==> config.mk <==
export PLATFORM = sky130hd
export DESIGN_NAME = uart_rx_flat
export DESIGN_NICKNAME = d
export VERILOG_FILES = /design/src/rtl/uart_rx_if.sv /design/src/rtl/uart_rx.sv /design/src/flat_wrapper.sv
export SDC_FILE = /design/constraint.sdc
export NUM_CORES = 1
export LEC_CHECK = 0
export CORE_MARGIN = 2
export CORE_UTILIZATION = 30
export DETAILED_ROUTE_END_ITERATION = 12
export MAX_ROUTING_LAYER = met4
export PLACE_DENSITY = 0.57
export REMOVE_ABC_BUFFERS = 1
export SLEW_MARGIN = 10
export SYNTH_ARGS = -nofsm -noshare
export SYNTH_HDL_FRONTEND = slang
export SYNTH_SLANG_ARGS = --single-unit
==> constraint.sdc <==
create_clock -name clk -period 2.1 [get_ports clk]
set_input_delay 0.315 -clock clk [delete_from_list [all_inputs] [get_ports clk]]
set_output_delay 0.315 -clock clk [all_outputs]
set_load 0.005 [all_outputs]
==> src/rtl/uart_rx_if.sv <==
// Receive-side bundle between the rx pad logic and the I/O register consumer.
// master = the receiver, slave = the consumer that drives rx and rx_ack.
interface uart_rx_if;
  logic       rx;
  logic [7:0] rx_data;
  logic       rx_avail;
  logic       rx_ack;
  logic       frame_err;
  logic       overrun;
  logic       busy;
  logic [2:0] dbg_state;

  // rx_avail stays high until the consumer returns a one-cycle rx_ack; an ack
  // while rx_avail is low is ignored, and a byte landing on the ack cycle wins.
  modport master (
    input  rx, rx_ack,
    output rx_data, rx_avail, frame_err, overrun, busy, dbg_state
  );

  modport slave (
    output rx, rx_ack,
    input  rx_data, rx_avail, frame_err, overrun, busy, dbg_state
  );
endinterface

==> src/rtl/uart_rx.sv <==
// 8N1 serial receiver: 2-flop synchronizer, mid-bit sampling from a divisor
// counter, and a one-byte holding register with avail/ack handshake.
module uart_rx #(
  parameter int clk_freq = 50000000,
  parameter int baud     = 115200
) (
  input  logic      clk,
  input  logic      rst,
  uart_rx_if.master bus
);

  localparam int D  = clk_freq / baud;
  localparam int CW = (D > 1) ? $clog2(D) : 1;
  localparam logic [CW-1:0] CNT_HALF = CW'(D / 2 - 1);
  localparam logic [CW-1:0] CNT_FULL = CW'(D - 1);
  localparam logic [CW-1:0] CNT_ZERO = '0;
  localparam logic [CW-1:0] CNT_ONE  = CW'(1);

  typedef enum logic [2:0] {
    S_IDLE  = 3'd0,
    S_START = 3'd1,
    S_DATA  = 3'd2,
    S_STOP  = 3'd3,
    S_BREAK = 3'd4
  } state_t;

  state_t        r_state;
  logic [CW-1:0] r_cnt;
  logic [2:0]    r_bitn;
  logic [7:0]    r_shreg;
  logic [7:0]    r_rx_data;
  logic          r_rx_avail;
  logic          r_frame_err;
  logic          r_overrun;
  logic          r_busy;
  logic          r_sync1;
  logic          r_sync2;
  logic          w_rxs;
  logic          w_cnt_zero;

  // Both stages reset high so a reset never looks like a start bit.
  always_ff @(posedge clk or negedge rst) begin
    if (!rst) begin
      r_sync1 <= 1'b1;
      r_sync2 <= 1'b1;
    end else begin
      r_sync1 <= bus.rx;
      r_sync2 <= r_sync1;
    end
  end

  assign w_rxs      = r_sync2;
  assign w_cnt_zero = (r_cnt == CNT_ZERO);

  always_ff @(posedge clk or negedge rst) begin
    if (!rst) begin
      r_state     <= S_IDLE;
      r_cnt       <= CNT_ZERO;
      r_bitn      <= 3'd0;
      r_shreg     <= 8'h00;
      r_rx_data   <= 8'h00;
      r_rx_avail  <= 1'b0;
      r_frame_err <= 1'b0;
      r_overrun   <= 1'b0;
      r_busy      <= 1'b0;
    end else begin
      r_frame_err <= 1'b0;
      r_overrun   <= 1'b0;
      if (bus.rx_ack) begin
        r_rx_avail <= 1'b0;
      end

      case (r_state)
        S_IDLE: begin
          if (!w_rxs) begin
            r_cnt   <= CNT_HALF;
            r_state <= S_START;
            r_busy  <= 1'b1;
          end
        end

        S_START: begin
          if (w_cnt_zero) begin
            if (w_rxs) begin
              r_state <= S_IDLE;
              r_busy  <= 1'b0;
            end else begin
              r_cnt   <= CNT_FULL;
              r_bitn  <= 3'd0;
              r_state <= S_DATA;
            end
          end else begin
            r_cnt <= r_cnt - CNT_ONE;
          end
        end

        S_DATA: begin
          if (w_cnt_zero) begin
            r_shreg <= {w_rxs, r_shreg[7:1]};
            r_cnt   <= CNT_FULL;
            if (r_bitn == 3'd7) begin
              r_state <= S_STOP;
            end else begin
              r_bitn <= r_bitn + 3'd1;
            end
          end else begin
            r_cnt <= r_cnt - CNT_ONE;
          end
        end

        // Leaving at mid-stop-bit gives half a bit of slack before the next start edge.
        S_STOP: begin
          if (w_cnt_zero) begin
            if (w_rxs) begin
              r_rx_data  <= r_shreg;
              r_rx_avail <= 1'b1;
              r_overrun  <= r_rx_avail && !bus.rx_ack;
              r_state    <= S_IDLE;
              r_busy     <= 1'b0;
            end else begin
              r_frame_err <= 1'b1;
              r_state     <= S_BREAK;
            end
          end else begin
            r_cnt <= r_cnt - CNT_ONE;
          end
        end

        S_BREAK: begin
          if (w_rxs) begin
            r_state <= S_IDLE;
            r_busy  <= 1'b0;
          end
        end

        default: begin
          r_state <= S_IDLE;
          r_busy  <= 1'b0;
        end
      endcase
    end
  end

  assign bus.rx_data   = r_rx_data;
  assign bus.rx_avail  = r_rx_avail;
  assign bus.frame_err = r_frame_err;
  assign bus.overrun   = r_overrun;
  assign bus.busy      = r_busy;
  assign bus.dbg_state = r_state;

endmodule
==> src/flat_wrapper.sv <==
// flat-port wrapper written by rule: the top's interface ports become plain ports
module uart_rx_flat 
#(
  parameter int clk_freq = 50000000,
  parameter int baud     = 115200
)
  (clk, rst, bus_rx, bus_rx_ack, bus_rx_data, bus_rx_avail, bus_frame_err, bus_overrun, bus_busy, bus_dbg_state);
  uart_rx_if bus_i ();
  input  logic clk;
  input  logic rst;
  input wire logic [$bits(bus_i.rx)-1:0] bus_rx;
  input wire logic [$bits(bus_i.rx_ack)-1:0] bus_rx_ack;
  output wire logic [$bits(bus_i.rx_data)-1:0] bus_rx_data;
  output wire logic [$bits(bus_i.rx_avail)-1:0] bus_rx_avail;
  output wire logic [$bits(bus_i.frame_err)-1:0] bus_frame_err;
  output wire logic [$bits(bus_i.overrun)-1:0] bus_overrun;
  output wire logic [$bits(bus_i.busy)-1:0] bus_busy;
  output wire logic [$bits(bus_i.dbg_state)-1:0] bus_dbg_state;
  assign bus_i.rx = bus_rx;
  assign bus_i.rx_ack = bus_rx_ack;
  assign bus_rx_data = bus_i.rx_data;
  assign bus_rx_avail = bus_i.rx_avail;
  assign bus_frame_err = bus_i.frame_err;
  assign bus_overrun = bus_i.overrun;
  assign bus_busy = bus_i.busy;
  assign bus_dbg_state = bus_i.dbg_state;
  uart_rx #(.clk_freq(clk_freq), .baud(baud)) u_core (.clk(clk), .rst(rst), .bus(bus_i));
endmodule
==> results.md <==
* Share of cells above drive strength 1 at 29.4%
* Vias in the first global route at 1443
* Switch Pwr at slightly below 300 µW
* Area growth, synth to finish at 25.2%
* Via density per instance at 5.38
* Worst setup SP type: flop
* Internal at about 1100 µW
* Gpl congestion at 0.921
* Cts bufs inserted at 5
* WP data arrival at 2.16 ns
* CTS sink cnt at 37
* Worst r2r src: u_core.r_cnt[1]
* HP Class: primary input to asynchronous set/reset pin
* Cells after Synth at 166
* GR Overflow Total at 0
* Post-CTS Hold Buffers at 0
* # setup viols final at 0
* Port bufs at 18
* Most common cell in the synthesized netlist: dfrtp_1
* Synth Warn # at 0
* FMAX at 505 MHz
* Slew Limit Fails at 0
* Final Hold Viols at 0
* Worst slew pin tran at 0.837 ns
* Die area at ~7000 µm²
* Core Region at 6030 µm²
* Worst R2R Path Depth at 7
* Synth top area share at 46.1%
* Pin count of the biggest net entering global routing at 38
* EDFF count, synth at 0
* Crit path required time at 2.27 ns
* Ranking of synthesized cells by area: dfrtp_1 46%, mux2_2 10%, dfstp_2 2.8%
* Minimum clock period at 1.98 ns
* Nets at 207
* Final wirelength at 4.34 mm
* Part of the cycle the worst path needs at about 94%
* CP Max Fanout at 5
* Later-pin clock latency in the skew report at 0.29 ns
* Num rows at 28
* Initial DRC count at 140
* DRT Pass-1 Iters at 4
* Yosys reg bits at 37
* Max-cap viol count at 0
* IO Count at 19
* Commonest cells in the netlist: 35 x dfrtp_1, 17 x mux2_2, 9 x inv_1, 9 x nor2_1
* RSZ-0062 raised after global routing: false
* Critical Setup Path Class: flop to flop
* Dpl hpwl at 2.98 mm
* Slew HR at 44.2%
* Worst reg2reg setup slack at 0.12 ns
* H-tree Lvls at 2
* Clock Skew at roughly 0.0074 ns
* PD cells at 588 nW/µm²
* Sum Neg Setup Slack at 0 ns
* Drt wl/cell at 15.7 µm
* Pleak at 0.00102 µW
* Clock share of power at 46.8%
* Final antenna diode count at 0
* Total GRT Usage at 13.2%
* Syn Area/Cell at between 10 and 15 µm²
* Switching Share at 20.7%
* Antenna violations before repair at 0
* Status: finished clean
* DRC at 0
* Clock root buffer master: clkbuf_8
* Clock Path Buffers at 2
* Ys flop type: dfrtp_1
* Cell Area, Synth at 1900 µm²
* Logic pwr share at roughly 1.8%
* First-pass GRT wire length at approximately 7 mm
* Total number of vias at about 1500
* Async SR Flop Fraction at between 90% and 100%
* Routed Antenna Nets at 0
* Synth area leader: dfrtp_1
* Synth cell types at 54
* Crit. End Element: flop
* Die H at 83.6 µm
* Final Util at 39.5%
* Initial Util at 31.5%
* Register area share after synthesis at 48.8%
* Reg clk slew, reported paths at 0.08 ns
* Flop pwr share at 51.5%
* VDD IR-drop max at 0.000498 V
* CTS tree: done
* Die X at 83.6 µm
* Worst R2R End: u_core.r_bitn[0]
==> critical path, cell delays in order (launching register included) <==
cell	delay (ns)
dfrtp_1	0.41
inv_1	0.07
ha_1	0.14
or3b_4	0.43
nor3_4	0.21
buf_4	0.16
o211ai_1	0.15
mux2_2	0.30
==> power groups by stage <==
stage,sequential [µW],combinational [µW],clock (µW)
after global routing,720,29.2,701
after global placement,733,25.8,0
after detailed placement,733,26.3,0
after CTS,719,26.4,675
after floorplan,732,4.19,0
final,719,24.8,654
==> through the flow <==
step | hold slack, ns | std cells | power, µW | setup WS (ns) | area [µm²]
after global placement | 0.346 | 265 | 759 | 0.122 | 2230
after global routing | 0.199 | 276 | 1450 | 0.0203 | 2380
after CTS | 0.151 | 273 | 1420 | 0.0368 | 2350
final | 0.121 | 276 | 1400 | 0.118 | 2380
after detailed placement | 0.355 | 265 | 760 | 0.0513 | 2230
after floorplan | 0.0194 | 157 | 736 | 0.0287 | 1850
==> what timing repair did <==
| item | 4_1_cts | 5_1_grt |
|---|---|---|
| setup buffers | 0 | 3 |
| endpoints found under the setup margin | 0 | 13 |
| gates resized for setup | 0 | 2 |
| endpoints found under the hold margin | 0 | 0 |
==> layout by cell type, fill, tap and decap left out, drive strengths merged, types with 2 or more instances in the layout <==
master	netlist	layout
a2111oi	4	4
a211o	2	2
a211oi	3	3
a21oi	5	5
a221oi	3	3
a22o	2	2
a32oi	2	2
and4	2	2
buf	6	19
clkbuf	3	6
clkdlybuf4s50	0	17
clkinv	2	2
dfrtp	35	35
dfstp	2	2
ha	3	3
inv	9	9
mux2	17	17
nand2	5	5
nand2b	4	4
nand3	6	6
nor2	9	9
nor2b	2	2
nor3	5	5
nor4	2	2
o211ai	3	3
o21ai	4	4
or2	3	3
or3	3	3
==> how the worst max path moves through the flow <==
stage | from | to | slack [ns] | cells past startpoint
after floorplan | u_core.r_cnt[0] | u_core.r_cnt[5] | 0.03 | 6
after detailed placement | u_core.r_cnt[1] | u_core.bus.rx_data[0] | 0.05 | 6
final | u_core.r_cnt[1] | u_core.r_bitn[0] | 0.12 | 7
after CTS | u_core.r_cnt[1] | u_core.bus.rx_data[7] | 0.04 | 6
after global placement | u_core.r_cnt[0] | u_core.bus.rx_data[4] | 0.12 | 6
after global routing | u_core.r_cnt[0] | u_core.r_bitn[0] | 0.02 | 8
==> sequential cells by signal, indices dropped and copies added, names as in the netlist <==
name	cells
u_core.r_cnt	9
u_core.bus.rx_data	8
u_core.r_shreg	8
u_core.bus.dbg_state	3
u_core.r_bitn	3
u_core.bus.busy	1
u_core.bus.frame_err	1
u_core.bus.overrun	1
u_core.bus.rx_avail	1
u_core.r_sync1	1
u_core.r_sync2	1
==> layer usage <==
metal,up-vias,routed length [µm],track usage (%)
met5,-,0,-
met4,0,96,7.18
met3,9,97,2.18
met2,27,2090,18.3
met1,752,2050,18.2
li1,697,-,-
==> logic make-up after synthesis <==
logic type	share of synthesized area (%)
compound gates	17.9
xor+xnor	0.461
mux	10.1
buf+inv	5.00
simple gates	15.2
flops	48.8
fa+ha+maj	2.50
==> cell type report <==
| cell class | instances | area [µm²] |
|---|---|---|
| Clock inverter | 2 | 37.5 |
| Sequential cell | 37 | 928 |
| Inverter | 11 | 41.3 |
| Multi-Input combinational cell | 109 | 886 |
| Clock buffer | 6 | 82.6 |
| Fill cell | 600 | 3650 |
| Tap cell | 75 | 93.8 |
| Timing Repair Buffer | 36 | 310 |
No activity file was read; power rests on OpenSTA's default activity.
